File: config.mk
export PLATFORM = sky130hd
export DESIGN_NAME = serial_add_ctrl_flat
export DESIGN_NICKNAME = d
export VERILOG_FILES = /design/src/rtl/serial_add_ctrl_if.sv /design/src/rtl/serial_add_ctrl.sv /design/src/flat_wrapper.sv
export SDC_FILE = /design/constraint.sdc
export NUM_CORES = 1
export LEC_CHECK = 0
export ABC_AREA = 0
export CAP_MARGIN = 20
export CORE_UTILIZATION = 45
export DETAILED_ROUTE_END_ITERATION = 10
export PLACE_DENSITY = 0.69
export SLEW_MARGIN = 20
export SYNTH_ARGS = -nofsm -noshare
export SYNTH_HDL_FRONTEND = slang
export SYNTH_SLANG_ARGS = --single-unit
File: constraint.sdc
create_clock -name clk -period 3.23 [get_ports clk]
set_clock_uncertainty 0.15 [all_clocks]
set_input_delay 0.323 -clock clk [delete_from_list [all_inputs] [get_ports clk]]
set_output_delay 0.323 -clock clk [all_outputs]
set_load 0.1 [all_outputs]
File: src/rtl/serial_add_ctrl_if.sv
// Handshake/operand bundle for serial_add_ctrl.
// With SERIAL_ADD_OVF_EN defined, the bundle also carries the ovf result flag.
interface serial_add_ctrl_if #(
  parameter int unsigned WIDTH = 8
);
  logic             start;
  logic [WIDTH-1:0] A;
  logic [WIDTH-1:0] B;
  logic             Cin;
  logic             busy;
  logic             done;
  logic [WIDTH-1:0] Sum;
  logic             Cout;
`ifdef SERIAL_ADD_OVF_EN
  logic             ovf;
`endif

  modport master (
    output start, A, B, Cin,
`ifdef SERIAL_ADD_OVF_EN
    input  ovf,
`endif
    input  busy, done, Sum, Cout
  );

  modport slave (
    input  start, A, B, Cin,
`ifdef SERIAL_ADD_OVF_EN
    output ovf,
`endif
    output busy, done, Sum, Cout
  );
endinterface

File: src/rtl/serial_add_ctrl.sv
// Serial adder: one 2-bit ripple-carry slice reused over WIDTH/2 cycles.
// Optional two's-complement overflow flag (ovf) when SERIAL_ADD_OVF_EN is defined.
module serial_add_ctrl #(
  parameter int unsigned WIDTH = 8
) (
  input logic          clk,
  input logic          rst_n,
  serial_add_ctrl_if.slave bus
);
  localparam int unsigned N    = WIDTH / 2;
  localparam int unsigned CntW = (N > 1) ? $clog2(N) : 1;

  typedef enum logic [1:0] {StIdle, StRun, StDone} state_e;

  state_e           state_q;
  logic [WIDTH-1:0] a_q, b_q, part_q, sum_q;
  logic             carry_q, cout_q, busy_q, done_q;
  logic [CntW-1:0]  cnt_q;

  // Two gate-level full adders chained into the shared 2-bit slice.
  logic       p0, p1, c_mid, slice_cout;
  logic [1:0] slice_sum;

  assign p0           = a_q[0] ^ b_q[0];
  assign slice_sum[0] = p0 ^ carry_q;
  assign c_mid        = (a_q[0] & b_q[0]) | (p0 & carry_q);
  assign p1           = a_q[1] ^ b_q[1];
  assign slice_sum[1] = p1 ^ c_mid;
  assign slice_cout   = (a_q[1] & b_q[1]) | (p1 & c_mid);

  logic [WIDTH-1:0] part_next;
  generate
    if (WIDTH > 2) begin : g_wide
      assign part_next = {slice_sum, part_q[WIDTH-1:2]};
    end else begin : g_narrow
      assign part_next = slice_sum;
    end
  endgenerate

  logic last;
  assign last = (cnt_q == CntW'(N - 1));

`ifdef SERIAL_ADD_OVF_EN
  // On the last slice, a_q[1]/b_q[1] hold the original operand sign bits.
  logic ovf_q, ovf_next;
  assign ovf_next = (a_q[1] == b_q[1]) && (part_next[WIDTH-1] != a_q[1]);
  assign bus.ovf  = ovf_q;
`endif

  always_ff @(posedge clk or negedge rst_n) begin
    if (!rst_n) begin
      state_q <= StIdle;
      a_q     <= '0;
      b_q     <= '0;
      part_q  <= '0;
      sum_q   <= '0;
      carry_q <= 1'b0;
      cout_q  <= 1'b0;
      busy_q  <= 1'b0;
      done_q  <= 1'b0;
      cnt_q   <= '0;
`ifdef SERIAL_ADD_OVF_EN
      ovf_q   <= 1'b0;
`endif
    end else begin
      unique case (state_q)
        // DONE also samples start so that a held start is accepted every N+1 cycles.
        StIdle, StDone: begin
          done_q <= 1'b0;
          if (bus.start) begin
            a_q     <= bus.A;
            b_q     <= bus.B;
            carry_q <= bus.Cin;
            part_q  <= '0;
            cnt_q   <= '0;
            busy_q  <= 1'b1;
            state_q <= StRun;
          end else begin
            state_q <= StIdle;
          end
        end
        StRun: begin
          a_q     <= a_q >> 2;
          b_q     <= b_q >> 2;
          part_q  <= part_next;
          carry_q <= slice_cout;
          cnt_q   <= cnt_q + CntW'(1);
          if (last) begin
            sum_q   <= part_next;
            cout_q  <= slice_cout;
`ifdef SERIAL_ADD_OVF_EN
            ovf_q   <= ovf_next;
`endif
            busy_q  <= 1'b0;
            done_q  <= 1'b1;
            state_q <= StDone;
          end
        end
        default: state_q <= StIdle;
      endcase
    end
  end

  assign bus.busy = busy_q;
  assign bus.done = done_q;
  assign bus.Sum  = sum_q;
  assign bus.Cout = cout_q;
endmodule

File: src/flat_wrapper.sv
// flat-port wrapper written by rule: the top's interface ports become plain ports
module serial_add_ctrl_flat 
#(
  parameter int unsigned WIDTH = 8
)
  (clk, rst_n, bus_start, bus_A, bus_B, bus_Cin, bus_busy, bus_done, bus_Sum, bus_Cout);
  serial_add_ctrl_if #(.WIDTH(WIDTH)) bus_i ();
  input logic clk;
  input logic rst_n;
  input wire logic [$bits(bus_i.start)-1:0] bus_start;
  input wire logic [$bits(bus_i.A)-1:0] bus_A;
  input wire logic [$bits(bus_i.B)-1:0] bus_B;
  input wire logic [$bits(bus_i.Cin)-1:0] bus_Cin;
  output wire logic [$bits(bus_i.busy)-1:0] bus_busy;
  output wire logic [$bits(bus_i.done)-1:0] bus_done;
  output wire logic [$bits(bus_i.Sum)-1:0] bus_Sum;
  output wire logic [$bits(bus_i.Cout)-1:0] bus_Cout;
  assign bus_i.start = bus_start;
  assign bus_i.A = bus_A;
  assign bus_i.B = bus_B;
  assign bus_i.Cin = bus_Cin;
  assign bus_busy = bus_i.busy;
  assign bus_done = bus_i.done;
  assign bus_Sum = bus_i.Sum;
  assign bus_Cout = bus_i.Cout;
  serial_add_ctrl #(.WIDTH(WIDTH)) u_core (.clk(clk), .rst_n(rst_n), .bus(bus_i));
endmodule
==> results_dict.tcl <==
set metrics [dict create \
    drive_above_1_share 0.232 \
    m1WireLength_um 1660 \
    grt_pass1_wl_um 6220 \
    drt_iter0_drc 81 \
    drtAntennaViolNets 0 \
    cp.required_ns 2.76 \
    cts_resized 0 \
    routedWlPerCell_um 15.7 \
    clockBufferDepth 2 \
    startpoint_type "flop" \
    start_util 0.477 \
    drc 0 \
    die_x_um 67.8 \
    worstSkewPairLatency_ns 0.29 \
    wl_met3_um 149 \
    ys_types 33 \
    cts_hold_buf 0 \
    cts.reportedPaths.clkPinSlew_ns 0.08 \
    tritoncts "yes" \
    syn_to_final_growth_pct 20.2 \
    internal_power_mw 1.43 \
    multi_input_area_um2 873 \
    setup_ws_ns 0.970 \
    total_power_mw 2.66 \
    p_leak_nw 1.03 \
    min_period_ns 2.26 \
    die_h_um 67.8 \
    seqPwrFrac 0.328 \
    final_cells 240 \
    hold_path_class "in2async" \
    place_inst 232 \
    vias_per_cell 5.51 \
    cts_root_buffer "clkbuf_8" \
    antenna_found_initial 0 \
    die_area_mm2 0.00460 \
    crit_type "reg2out" \
    grt_overflow 0 \
    diodes 0 \
    numCtsBuffers 5 \
    io-pin-count 31 \
    critical_path_buf_inv_count 1 \
    nFillCells 348 \
    mostFrequentLayoutCells "dfrtp_1 (38), clkdlybuf4s50_1 (28), mux2i_1 (19)" \
    fp-row-count 23 \
    yosys_warnings 0 \
    drt-pass1-iter-count 4 \
    drt_wl_total_um 3760 \
    synthFlopType "dfrtp_1" \
    design_area_mm2 0.00234 \
    wl_met2_um 1900 \
    critical_path.top_delay_family "buffers and inverters" \
    dp_hpwl_um 2550 \
    port_buffers 30 \
    finalCritPeriodShare 0.700 \
    grt_setup_unrepaired "false" \
    vias 1323 \
    clkSinkCount 38 \
    post-cts-setup-buffer-count 0 \
    post_synth_instance_area_mm2 0.00195 \
    cp_cell_sequence "clkdlybuf4s50_1" \
    cap_violations 0 \
    pwr-share-clk 0.148 \
    grt_use_total 0.189 \
    timing.setup.tns_ns 0 \
    cp-end-kind "primary output" \
    dpl_worst_slack_ns 1.26 \
    fin_nets 212 \
    yosysSeqAreaShare 0.487 \
    ir_worst_vdd_v 0.000383 \
    ys_async_sr_fraction 1.00 \
    core_mm2 0.00409 \
    arrival_ns 1.79 \
    worst_slew_pin_slew_ns 0.964 \
    drv_slew 0 \
    max_freq_mhz 442 \
    top_layer "met4" \
    hold_viol 38 \
    gp_congestion 0.804 \
    synth_fp_nets 183 \
    max-slew-margin-rel 0.355 \
    powerDensity_mw_per_mm2 1140 \
    placed_cell_area_mm2 0.00224 \
    combPwrFrac 0.524 \
    netlist_instances 160 \
    violations "negative hold slack" \
    seq_area_um2 951 \
    grt_pass1_vias 1296 \
    slowest_stage "clkdlybuf4s50_1" \
    layout_commonest_cell "dfrtp_1" \
    ys_ff_latch 38 \
    grt_max_degree 39 \
    status "complete, but fails checks" \
    path_max_fanout 2 \
    setup_viol 0 \
    avgSynthCellArea_um2 12.2 \
    worst_hold_slack_ns -0.0331 \
    switching_power_mw 1.24 \
    p_sw_frac 0.464 \
    slowest_delay_ns 1.14 \
    htreeDepth 2 \
    synth_edf_count 0 \
]
==> final cells by class <==
type,count,share of cell area
Clock buffer,5,0.0293
Inverter,9,0.0144
Timing Repair Buffer,33,0.134
Clock inverter,3,0.0171
Sequential cell,38,0.406
Tap cell,50,0.0267
Multi-Input combinational cell,102,0.372
==> power by group through the flow <==
stage / Sequential, mW / Clock, mW / Combinational, mW
after floorplan: 1.23 / 0 / 0.744
after global placement: 0.860 / 0 / 1.36
after detailed placement: 0.884 / 0 / 1.41
after CTS: 0.876 / 0.401 / 1.41
after global routing: 0.904 / 0.434 / 1.49
final: 0.872 / 0.395 / 1.40
==> sequential cells by signal (all words and copies together) (netlist names) <==
signal / flops
u_core.a_q: 8
u_core.b_q: 8
u_core.bus.Sum: 8
u_core.part_q: 6
u_core.cnt_q: 2
u_core.state_q: 2
u_core.bus.Cout: 1
u_core.bus.busy: 1
u_core.bus.done: 1
u_core.carry_q: 1
==> worst register-to-register path: cells and delay by family, from the launching register on <==
| family | cells | cell delay [ns] |
|---|---|---|
| flops | 1 | 0.74 |
| buf+inv | 1 | 0.39 |
| compound gates | 1 | 0.25 |
| simple gates | 1 | 0.26 |
==> cell usage after synthesis, types with 2 or more instances <==
cell / n / area, µm²
a211oi_2: 8 / 100
a21oi_2: 12 / 105
a22o_1: 3 / 26.3
buf_2: 4 / 20.0
buf_4: 2 / 15.0
buf_6: 3 / 33.8
dfrtp_1: 38 / 951
fa_1: 2 / 40.0
inv_1: 8 / 30.0
mux2_2: 4 / 45.0
mux2_4: 3 / 45.0
mux2i_1: 19 / 190
nand2_1: 11 / 41.3
nand3_1: 4 / 20.0
nor2_1: 3 / 11.3
nor2b_1: 7 / 43.8
o211a_1: 3 / 30.0
o21ai_0: 4 / 20.0
o21ai_1: 7 / 35.0
o2bb2ai_1: 2 / 17.5
==> cell families after synthesis <==
logic type               share of synthesized area
AO/OA/AOI/OAI                                0.195
flip-flops                                   0.487
AND/OR/NAND/NOR                             0.0821
multiplexers                                 0.144
buffers and inverters                       0.0648
adder cells (fa/ha/maj)                     0.0269
==> per-layer routing <==
| metal | vias up | global-route usage |
|---|---|---|
| met2 | 33 | 0.300 |
| li1 | 621 | - |
| met4 | 0 | 0.0885 |
| met5 | - | 0 |
| met1 | 662 | 0.238 |
| met3 | 7 | 0.0550 |
==> worst paths after layout <==
| kind | slack, ns | to | startpoint | cells past startpoint |
|---|---|---|---|---|
| setup / recovery | 0.97 | bus_Sum[0] | u_core.bus.Sum[0] | 1 |
| hold / removal | -0.03 | u_core.part_q[2] | rst_n | 1 |
| setup reg to reg | 1.33 | u_core.a_q[0] | u_core.state_q[0] | 3 |
| hold reg to reg | 0.34 | u_core.bus.Cout | u_core.bus.Cout | 2 |
| max in group asynchronous | 2.43 | u_core.state_q[1] | rst_n | 1 |
| min in group clk | 0.34 | u_core.bus.Cout | u_core.bus.Cout | 2 |
==> stage by stage <==
stage	hold slack [ns]	util
after global routing	0.0382	0.574
after detailed placement	0.320	0.547
after floorplan	-0.123	-
final	-0.0331	0.574
after CTS	0.00143	0.574
after global placement	0.310	0.547
Power figures use the tool's default switching activity.
